`config.mk`:
```
export PLATFORM = sky130hd
export DESIGN_NAME = vga_fill_ctrl
export DESIGN_NICKNAME = d
export VERILOG_FILES = /design/src/rtl/vga_fill_ctrl.sv
export SDC_FILE = /design/constraint.sdc
export NUM_CORES = 1
export LEC_CHECK = 0
export ABC_AREA = 1
export CAP_MARGIN = 0
export CORE_ASPECT_RATIO = 0.6
export CORE_UTILIZATION = 52
export CTS_CLUSTER_DIAMETER = 100
export CTS_CLUSTER_SIZE = 20
export DETAILED_ROUTE_END_ITERATION = 16
export PLACE_DENSITY = 0.8
export SLEW_MARGIN = 5
export SYNTH_ARGS = -nofsm -noshare
export SYNTH_HDL_FRONTEND = slang
export SYNTH_SLANG_ARGS = --single-unit
```
`constraint.sdc`:
```
create_clock -name clk -period 2.08 [get_ports clk]
set_input_delay 0.312 -clock clk [delete_from_list [all_inputs] [get_ports clk]]
set_output_delay 0.312 -clock clk [all_outputs]
set_load 0.01 [all_outputs]
```
`src/rtl/vga_fill_ctrl.sv`:
```
// Rectangle fill controller for a VGA frame buffer.
// Accepts one fill command through a valid/ready handshake. It then writes
// one pixel per cycle in row-major order, then pulses done.
// Optional clipping is enabled with macro VGA_FILL_CLIP_EN. When it is set,
// captured coordinates are clamped to H_MAX / V_MAX.
module vga_fill_ctrl #(
  parameter int H_MAX = 159,
  parameter int V_MAX = 119
) (
  input  logic       clk,
  input  logic       resetn,
  input  logic       cmd_valid,
  output logic       cmd_ready,
  input  logic [7:0] cmd_x0,
  input  logic [7:0] cmd_x1,
  input  logic [6:0] cmd_y0,
  input  logic [6:0] cmd_y1,
  input  logic [2:0] cmd_color,
  input  logic       abort,
  output logic [7:0] x,
  output logic [6:0] y,
  output logic [2:0] color,
  output logic       plot,
  output logic       busy,
  output logic       done
);

  typedef enum logic [1:0] {S_IDLE, S_FILL, S_DONE} state_t;

  state_t     state_q;
  logic [7:0] x_q, x0_q, x1_q;
  logic [6:0] y_q, y1_q;
  logic [2:0] color_q;
  logic       plot_q, busy_q, done_q;

  // Command coordinates after optional clamping; these are the values captured.
  logic [7:0] cx0, cx1;
  logic [6:0] cy0, cy1;
  logic       cmd_ok;

`ifdef VGA_FILL_CLIP_EN
  localparam logic [7:0] HM = 8'(H_MAX);
  localparam logic [6:0] VM = 7'(V_MAX);

  // Clamp every corner into the visible area so no off-screen write can occur.
  always_comb begin
    cx0 = (cmd_x0 > HM) ? HM : cmd_x0;
    cx1 = (cmd_x1 > HM) ? HM : cmd_x1;
    cy0 = (cmd_y0 > VM) ? VM : cmd_y0;
    cy1 = (cmd_y1 > VM) ? VM : cmd_y1;
  end
`else
  // Coordinates pass through untouched; range checking is left to the caller.
  always_comb begin
    cx0 = cmd_x0;
    cx1 = cmd_x1;
    cy0 = cmd_y0;
    cy1 = cmd_y1;
  end

  logic unused_params;
  assign unused_params = ^{8'(H_MAX), 7'(V_MAX)};
`endif

  assign cmd_ok    = (cx0 <= cx1) && (cy0 <= cy1);
  assign cmd_ready = (state_q == S_IDLE);

  assign x     = x_q;
  assign y     = y_q;
  assign color = color_q;
  assign plot  = plot_q;
  assign busy  = busy_q;
  assign done  = done_q;

  // Fill FSM with registered outputs.
  // Counters only ever step up to the captured bound, so 8/7 bits never wrap.
  always_ff @(posedge clk or negedge resetn) begin
    if (!resetn) begin
      state_q <= S_IDLE;
      x_q     <= '0;
      y_q     <= '0;
      x0_q    <= '0;
      x1_q    <= '0;
      y1_q    <= '0;
      color_q <= '0;
      plot_q  <= 1'b0;
      busy_q  <= 1'b0;
      done_q  <= 1'b0;
    end else begin
      case (state_q)
        S_IDLE: begin
          plot_q <= 1'b0;
          done_q <= 1'b0;
          if (cmd_valid) begin
            busy_q <= 1'b1;
            if (cmd_ok) begin
              state_q <= S_FILL;
              x_q     <= cx0;
              y_q     <= cy0;
              x0_q    <= cx0;
              x1_q    <= cx1;
              y1_q    <= cy1;
              color_q <= cmd_color;
              plot_q  <= 1'b1;
            end else begin
              // Empty rectangle: skip straight to the completion pulse.
              state_q <= S_DONE;
              done_q  <= 1'b1;
            end
          end
        end
        S_FILL: begin
          if (abort) begin
            state_q <= S_IDLE;
            plot_q  <= 1'b0;
            busy_q  <= 1'b0;
          end else if (x_q == x1_q) begin
            if (y_q == y1_q) begin
              state_q <= S_DONE;
              plot_q  <= 1'b0;
              done_q  <= 1'b1;
            end else begin
              x_q <= x0_q;
              y_q <= y_q + 7'd1;
            end
          end else begin
            x_q <= x_q + 8'd1;
          end
        end
        S_DONE: begin
          state_q <= S_IDLE;
          done_q  <= 1'b0;
          busy_q  <= 1'b0;
        end
        default: begin
          state_q <= S_IDLE;
          plot_q  <= 1'b0;
          busy_q  <= 1'b0;
          done_q  <= 1'b0;
        end
      endcase
    end
  end

endmodule
```
==> results of run 1 <==
[flip-flops by register name (all words and copies together) (netlist names)]
name / flops
x0_q: 8
plot: 1
busy: 1
x1_q: 8
y: 7
y1_q: 7
x: 8
done: 1
state_q: 2
color: 3
[cell type report]
cell class,instances,area [sq um]
fill,465,1610
tap,80,100
timing repair buffer,85,803
sequential,46,1150
clock inverter,1,5.00
multi-input combinational,301,1580
inverter,61,229
clock buffer,7,86.3
[worst paths after layout]
check,startpoint,to,slack [ns],cells past startpoint
max reg2reg,x[2]$_DFFE_PN0P_,x[1]$_DFFE_PN0P_,0.26,8
max,cmd_y1[6],x0_q[3]$_DFFE_PN0P_,0.13,10
max in group asynchronous,resetn,color[2]$_DFFE_PN0P_,1.58,2
min,resetn,x[5]$_DFFE_PN0P_,0.1,2
min reg2reg,x0_q[2]$_DFFE_PN0P_,x0_q[2]$_DFFE_PN0P_,0.49,2
min in group clk,x0_q[2]$_DFFE_PN0P_,x0_q[2]$_DFFE_PN0P_,0.49,2
[through the flow]
step	setup slack [ns]	area (sq um)	cells	total power (W)
2_1_floorplan	0.431	3000	418	0.00313
3_3_place_gp	-0.151	3850	573	0.00406
3_5_place_dp	-0.202	3850	573	0.00416
4_1_cts	0.0658	3950	581	0.00473
5_1_grt	0.0176	3960	581	0.00517
6_report	0.135	3960	581	0.00476
[worst max-delay path, delay by kind of cell]
| family | cells | cell delay [ns] |
|---|---|---|
| compound gates | 2 | 0.35 |
| fa+ha+maj | 1 | 0.28 |
| buf+inv | 3 | 0.74 |
| simple gates | 4 | 0.47 |
[cell families (layout without fill, tap and decap cells)]
| logic type | after synthesis | count (layout) | share of synthesized area |
|---|---|---|---|
| XOR/XNOR | 11 | 11 | 0.0321 |
| adder cells (fa/ha/maj) | 17 | 17 | 0.0708 |
| AO/OA/AOI/OAI | 55 | 55 | 0.0979 |
| AND/OR/NAND/NOR | 218 | 218 | 0.323 |
| buffers and inverters | 71 | 154 | 0.0933 |
| flip-flops | 46 | 46 | 0.383 |
[where the power goes]
part / switching (W) / leakage, nW / total (W) / internal (W)
Combinational: 0.00130 / 1.48 / 0.00240 / 0.00110
Sequential: 0.000503 / 0.574 / 0.00181 / 0.00130
Clock: 0.000286 / 0.0482 / 0.000555 / 0.000268
Total: 0.00209 / 2.10 / 0.00476 / 0.00267
[layer usage]
metal | global-route usage | part of all wire | vias up
met5 | 0 | 0 | -
met4 | 0.0393 | 0.0067 | 0
met3 | 0.0541 | 0.11 | 12
met2 | 0.381 | 0.40 | 167
met1 | 0.430 | 0.49 | 1315
li1 | - | - | 1481
[cells in the final DEF (no fill, tap or decap), drive strengths merged]
master / netlist / final
ha: 17 / 17
nand3: 24 / 24
clkinv: 0 / 1
xnor2: 4 / 4
nor3: 3 / 3
nor2: 19 / 19
o21ai: 41 / 41
nand4: 11 / 11
clkbuf: 6 / 7
dfrtp: 46 / 46
o211ai: 1 / 1
inv: 61 / 61
xor2: 7 / 7
nand3b: 2 / 2
a21oi: 11 / 11
buf: 4 / 28
a21o: 2 / 2
nand2: 159 / 159
clkdlybuf4s50: 0 / 57
==> metrics, run 1 <==
Final Hold Slack 0.0954 ns; Syn Nets 472; dpl hpwl 6060 microns; clock-pin slew on the worst setup and hold paths 0.09 ns; leading area contributor after synthesis dfrtp_1; Main synth FF type dfrtp_1; Fin. Hold Viols 0; crit-path cells clkdlybuf4s50_1, inv_1, ha_1, a21o_1, nor2_1, nand2_1, nand2_1, nand4_2, buf_4, o21ai_0; Bufs on Longest Clock Path 2; cell mode on critical path nand2_1; top cells by count, synth 155 x nand2_1, 60 x inv_1, 46 x dfrtp_1, 37 x o21ai_0, 22 x nand3_1; Pins Over Slew Limit 0; Clock Latency Late Sink 0.29 ns; synth warn 0; die height just over 60 microns; crit path kind input port to register; total grt overflow 0; First-pass DRT Iterations 5; Power Density between 1000 and 1500 nW/um^2; cts bufs inserted 5; residual DRC count 0; Global Route Usage Sum 0.270; gpl congestion 0.883; Distinct cells, synth 28; core area 5570 sq um; clk sink count 46; io pins slightly below 60; routed vias/inst 5.12; Synth top area share 0.383; max incr delay on CP 0.45 ns; RSZ-0062 raised after global routing no; final setup fails 0; clk_skew 0.00837 ns; largest net degree at the start of global routing 47; Hold Buf Count CTS 0; EDFF count, synth 0; number of max-cap violations 0; FF+latch count, synth between 40 and 50; Final nets 554; Cell Rows 21; die width 100 microns; asr flop ratio synth 1.00; worst-path fanout max 16; Slew headroom 0.604; CTS tree done; H-Tree Depth 2; worst-margin pin slew 0.593 ns; 1st-iter DRT viols 255; syn_area_per_cell 7.18 sq um; initial antenna violation count 0; wire length per cell 13.3 microns; Max IR drop VDD around 0.0005 V; Leakage 2.10 nW; DR vias 2975; status completed; vias in the first global route 2496; routed wire length about 7800 microns; Max Freq 514 MHz; Sum Neg Setup Slack 0 ns; Hold WC Path Type input port to asynchronous set/reset pin; Critical Path Start Type input port; Area Overhead vs Synth 31.8%; final core utilization 0.711; ANT cells 0; Max stage delay cell, worst path clkdlybuf4s50_1; layout cell share with drive strength beyond 1 0.0978; top cells by area, synth dfrtp_1 38%, nand2_1 19%, inv_1 7.5%, ha_1 7.1%, o21ai_0 6.2%; Post-Syn Instances 418; most frequent cell after synthesis nand2_1; first-pass GRT wire length between 10000 and 15000 microns; post_cts resized 0; area of the mapped netlist 3000 sq um; crit end category register; CP arrival 2.15 ns; Root Driver clkbuf_8; final worst path period share 0.935; Final ANT Viol Nets 0; sequential area share after synthesis 0.383; die area around 6000 sq um; Initial Utilization 0.539; CP required 2.28 ns; setup repair bufs after CTS 0; PortBufs 58; Min Clock Period, post-route approximately 1.9 ns
Power figures use the tool's default switching activity.
==> run 2: changes to the inputs <==
CORE_ASPECT_RATIO = 1.25   (was 0.6)
PLACE_DENSITY = unset   (was 0.8)
PLACE_DENSITY_LB_ADDON = 0.08   (was unset)
SETUP_SLACK_MARGIN = 0.3   (was unset)
==> run 2 against run 1 <==
  * Die area down 0.14%
  * Worst hold slack better by 0.0057 ns
  * Final cell count up 2.1%
  * Clock skew down 0.0013 ns
  * Sequential cell count unchanged
  * Sequential power down 2%
  * Total power up 12%
  * Cell area up 14%
  * Fmax up 8.6%
  * Sequential share of layout area down 3.4 points
  * Register-to-register slack better by 0.07 ns
==> metrics, run 2 (same netlist as run 1, synthesis figures left out) <==
status completed; cts bufs inserted 5; Cell Rows 30; worst-path fanout max 7; Min Clock Period, post-route ~1.8 ns; crit end category register; Final nets 582; Power Density 1180 nW/um^2; R2R setup slack 0.33 ns; Slew headroom 0.591; Clock Latency Late Sink approximately 0.30 ns; commonest non-fill, non-tap cell in the layout nand2_1; final worst path period share 0.861; worst-margin pin slew 0.613 ns; Final ANT Viol Nets 0; final setup fails 0; most frequent cells in the layout 142 x nand2_1, 46 x inv_1, 44 x buf_4; final core utilization 0.825; Initial Utilization 0.548; Fin. Hold Viols 0; initial antenna violation count 0; layout cell share with drive strength beyond 1 0.259; 1st-iter DRT viols 195; Leakage 2.35 nW; FILL cells 339; Pins Over Slew Limit 0; crit path kind input port to register; total grt overflow 0; die height around 87 microns; PortBufs 58; Bufs on Longest Clock Path 2; Global Route Usage Sum 0.297; worst r2r dst y[5]$_DFFE_PN0P_; CP arrival ~2.0 ns; dpl hpwl 5540 microns; RSZ-0062 raised after global routing yes; Area Overhead vs Synth 50.5%; io pins 59; core area roughly 5500 sq um; gpl congestion roughly 0.84; Root Driver clkbuf_8; Critical Path Start Type input port; DR vias 3276; die area approximately 6100 sq um; Hold Buf Count CTS 0; first-pass GRT wire length 14200 microns; CTS tree done; Max IR drop VDD 0.000655 V; Register-to-Register Path Depth 8; vias in the first global route roughly 3100; Tot Pwr ~0.0053 W; number of max-cap violations 0; H-Tree Depth 2; largest net degree at the start of global routing 47; die width 70.0 microns; clk sink count 46; Reg2Reg Launch Point x1_q[2]$_DFFE_PN0P_; ANT cells 0; residual DRC count 0; clk_skew 0.00704 ns; CP required 2.26 ns; routed vias/inst 5.52; First-pass DRT Iterations 5; routed wire length 9710 microns; Hold WC Path Type input port to asynchronous set/reset pin; Max Freq 558 MHz; clock-pin slew on the worst setup and hold paths around 0.09 ns; wire length per cell roughly 16 microns
[run 2: area by class of cell]
class,instances,area (sq um),area share
Sequential cell,46,1160,0.256
Inverter,61,229,0.0507
Clock inverter,1,5.00,0.00111
Tap cell,64,80.1,0.0177
Multi-Input combinational cell,301,1860,0.412
Timing Repair Buffer,113,1100,0.243
Clock buffer,7,86.3,0.0191
[run 2: through the flow]
step           setup TNS (ns)  worst slack [ns]  cell area [sq um]  hold slack, ns  std cells
2_1_floorplan               0             0.431               3000          0.0164        418
3_3_place_gp           -12.41            -0.306               3830           0.438        557
3_5_place_dp           -13.43            -0.359               3830           0.444        557
4_1_cts                     0             0.291               4330           0.114        584
5_1_grt                     0             0.193               4520           0.155        593
6_report                    0             0.288               4520           0.101        593
[run 2: worst max path at each step]
| stage | start | end | slack [ns] |
|---|---|---|---|
| after floorplan | cmd_y1[2] | color[0]$_DFFE_PN0P_ | 0.43 |
| after global placement | cmd_x1[7] | color[2]$_DFFE_PN0P_ | -0.31 |
| after detailed placement | cmd_x1[7] | x0_q[0]$_DFFE_PN0P_ | -0.36 |
| after CTS | state_q[1]$_DFFE_PN0P_ | y[6]$_DFFE_PN0P_ | 0.29 |
| after global routing | cmd_x1[5] | y1_q[6]$_DFFE_PN0P_ | 0.19 |
| final | cmd_x0[4] | y1_q[6]$_DFFE_PN0P_ | 0.29 |
[run 2: timing repair]
| action | 4_1_cts | 5_1_grt |
|---|---|---|
| setup buffers | 16 | 7 |
| gates cloned | 3 | 2 |
| pin swaps | 18 | 19 |
| gates resized for setup | 82 | 49 |
| endpoints found under the setup margin | 46 | 42 |
[run 2: layer usage]
layer / wire [microns] / share of wire / vias to the layer above / GRT usage
met3: 501 / 0.052 / 50 / 0.0498
met4: 416 / 0.043 / 0 / 0.133
met2: 5380 / 0.55 / 162 / 0.557
met1: 3410 / 0.35 / 1528 / 0.327
met5: 0 / 0 / - / 0
li1: - / - / 1536 / -
[run 2: worst max-delay path, stage by stage]
cell and delay [ns]:
dlygate4sd2_1 0.28, ha_4 0.28, nand2_2 0.06, nor2_4 0.11, nand4_1 0.14, nand2_2 0.15
nand4_4 0.15, buf_8 0.19, buf_12 0.14, nand2_1 0.07, o21ai_0 0.10
[run 2: power breakdown]
part / total, W / internal (W) / switching (W)
logic: 0.00296 / 0.00138 / 0.00158
clock network: 0.000588 / 0.000269 / 0.000319
registers: 0.00177 / 0.00132 / 0.000456
total: 0.00532 / 0.00296 / 0.00236
==> run 3: changes to the inputs <==
MAX_ROUTING_LAYER = met4   (was unset)
==> run 3 against run 2 <==
  * Clock skew is 0.0027 ns higher
  * Sequential share of layout area is 0.33 points lower
  * Sequential power hardly changed
  * Combinational power is 2% higher
  * Via count is 1.3% higher
  * Count of clock-buffer cells in the layout stayed put
  * Sequential cell count stayed put
  * Cell area is 1.4% higher
  * Critical endpoint is now x[1]$_DFFE_PN0P_
  * Largest cell class unchanged
==> metrics, run 3 (same netlist as run 1, synthesis figures left out) <==
status completed; Critical Path Start Type input port; residual DRC count 0; clock-pin slew on the worst setup and hold paths roughly 0.090 ns; crit end category register; vias in the first global route 3109; Hold Buf Count CTS 0; routed wire length approximately 9700 microns; crit path kind input port to register; Fin. Hold Viols 0; Root Driver clkbuf_8; total grt overflow 0; layout cell share with drive strength beyond 1 0.288; cell mode on critical path nand2_1; dpl hpwl between 5000 and 6000 microns; Pins Over Slew Limit 0; Power Density 1180 nW/um^2; H-Tree Depth 2; final worst path period share 0.854; crit-path cells clkdlybuf4s50_1, inv_1, ha_1, o21ai_1, nand2_1, nand2_1, nand2_2, nand4_4, buf_6, nand2_4, nand2_1, nand2_1; Initial Utilization 0.548; ANT cells 0; first-pass GRT wire length 14200 microns; Max stage delay cell, worst path clkdlybuf4s50_1; 1st-iter DRT viols 253; Clock Latency Late Sink 0.31 ns; Leakage 2.37 nW; max incr delay on CP 0.45 ns; clk_skew 0.00974 ns; CP arrival 1.97 ns; Global Route Usage Sum 0.305; DR vias 3317; Bufs on Longest Clock Path 2; Max Freq around 560 MHz; Max IR drop VDD 0.000659 V; Final nets 584; io pins 59; P_int 0.00302 W; Place WS -0.359 ns; final setup fails 0; die area ~6100 sq um; routed vias/inst 5.57; Psw 0.00240 W; number of max-cap violations 0; Switching Share 0.442; clk sink count 46; die height 87.0 microns; cts bufs inserted 5; FILL cells around 330; final setup margin 0.304 ns; gpl congestion between 0.8 and 0.9; initial antenna violation count 0; worst-margin pin slew 0.600 ns; wire length per cell 16.2 microns; RSZ-0062 raised after global routing yes; CP required 2.28 ns; Min Clock Period, post-route 1.78 ns; Final ANT Viol Nets 0; core area roughly 5500 sq um; Placed Cells 557; worst-path fanout max 9; largest net degree at the start of global routing 47; commonest non-fill, non-tap cell in the layout nand2_1; PortBufs 58; Hold WC Path Type input port to asynchronous set/reset pin; Clk pwr share 0.111; Seq pwr share 0.330; First-pass DRT Iterations 5; Cell Rows 30; die width 70.0 microns; most frequent cells in the layout 135 x nand2_1, 46 x inv_1, 46 x buf_4; combinational power share 0.559; Slew headroom 0.600; Area Overhead vs Synth 52.6%; Final Non-Filler Cells between 500 and 600; CTS tree done
[run 3: cell count changes in the layout (fill, tap and decap cells not counted), sizes merged]
cell           change
clkbuf             +1
dlygate4sd2        -4
buf                +2
clkdlybuf4s15      +3
[run 3: stage by stage]
step	TNS, ns	power, W	hold slack, ns	instance area (sq um)	utilization
2_1_floorplan	0	0.00313	0.0164	3000	-
3_3_place_gp	-12.41	0.00405	0.438	3830	0.700
3_5_place_dp	-13.43	0.00415	0.444	3830	0.700
4_1_cts	0	0.00498	0.114	4330	0.790
5_1_grt	0	0.00576	0.158	4580	0.836
6_report	0	0.00542	0.0920	4580	0.836
[run 3: final timing paths]
path,start,endpoint,slack [ns],depth (start not counted)
hold reg to reg,plot$_DFFE_PN0P_,plot$_DFFE_PN0P_,0.48,2
min in group clk,cmd_x1[0],x1_q[0]$_DFFE_PN0P_,0.33,3
hold / removal,resetn,y1_q[3]$_DFFE_PN0P_,0.09,2
max in group asynchronous,resetn,x[5]$_DFFE_PN0P_,1.55,2
setup reg to reg,x[6]$_DFFE_PN0P_,y[6]$_DFFE_PN0P_,0.35,10
setup / recovery,cmd_y0[0],x[1]$_DFFE_PN0P_,0.30,12
[run 3: worst max-delay path: cells and delay by family]
kind	cells	cell delay (ns)
AOI/OAI and AO/OA	1	0.16
adders and majority gates	1	0.22
buffers and inverters	3	0.66
and+or+nand+nor	7	0.61
[run 3: layout make-up]
cell class                 instances  area (sq um)  share of cell area
inverter                          61           229              0.0500
clock buffer                       7          86.3              0.0188
sequential                        46          1160               0.253
clock inverter                     1          5.00             0.00109
timing repair buffer             115          1120               0.245
multi-input combinational        301          1900               0.414
tap                               64          80.1              0.0175
[run 3: timing repair]
| action | CTS | global route |
|---|---|---|
| setup buffers | 16 | 9 |
| pin swaps | 18 | 26 |
| gates cloned | 3 | 2 |
| gates resized for setup | 82 | 67 |
| setup endpoints to repair | 46 | 42 |
[run 3: routing by layer]
metal	wire, microns	GRT usage	up-vias
met5	0	-	-
met4	323	0.133	0
met3	492	0.0498	35
met2	5240	0.559	165
met1	3600	0.324	1570
li1	-	-	1547
[run 3: power by group through the flow]
stage | registers (W) | clock network (W) | logic [W]
floorplan | 0.00172 | 0 | 0.00141
global placement | 0.00171 | 0 | 0.00234
detailed placement | 0.00172 | 0 | 0.00242
CTS | 0.00172 | 0.000596 | 0.00266
global route | 0.00184 | 0.000635 | 0.00329
finish | 0.00179 | 0.000601 | 0.00303
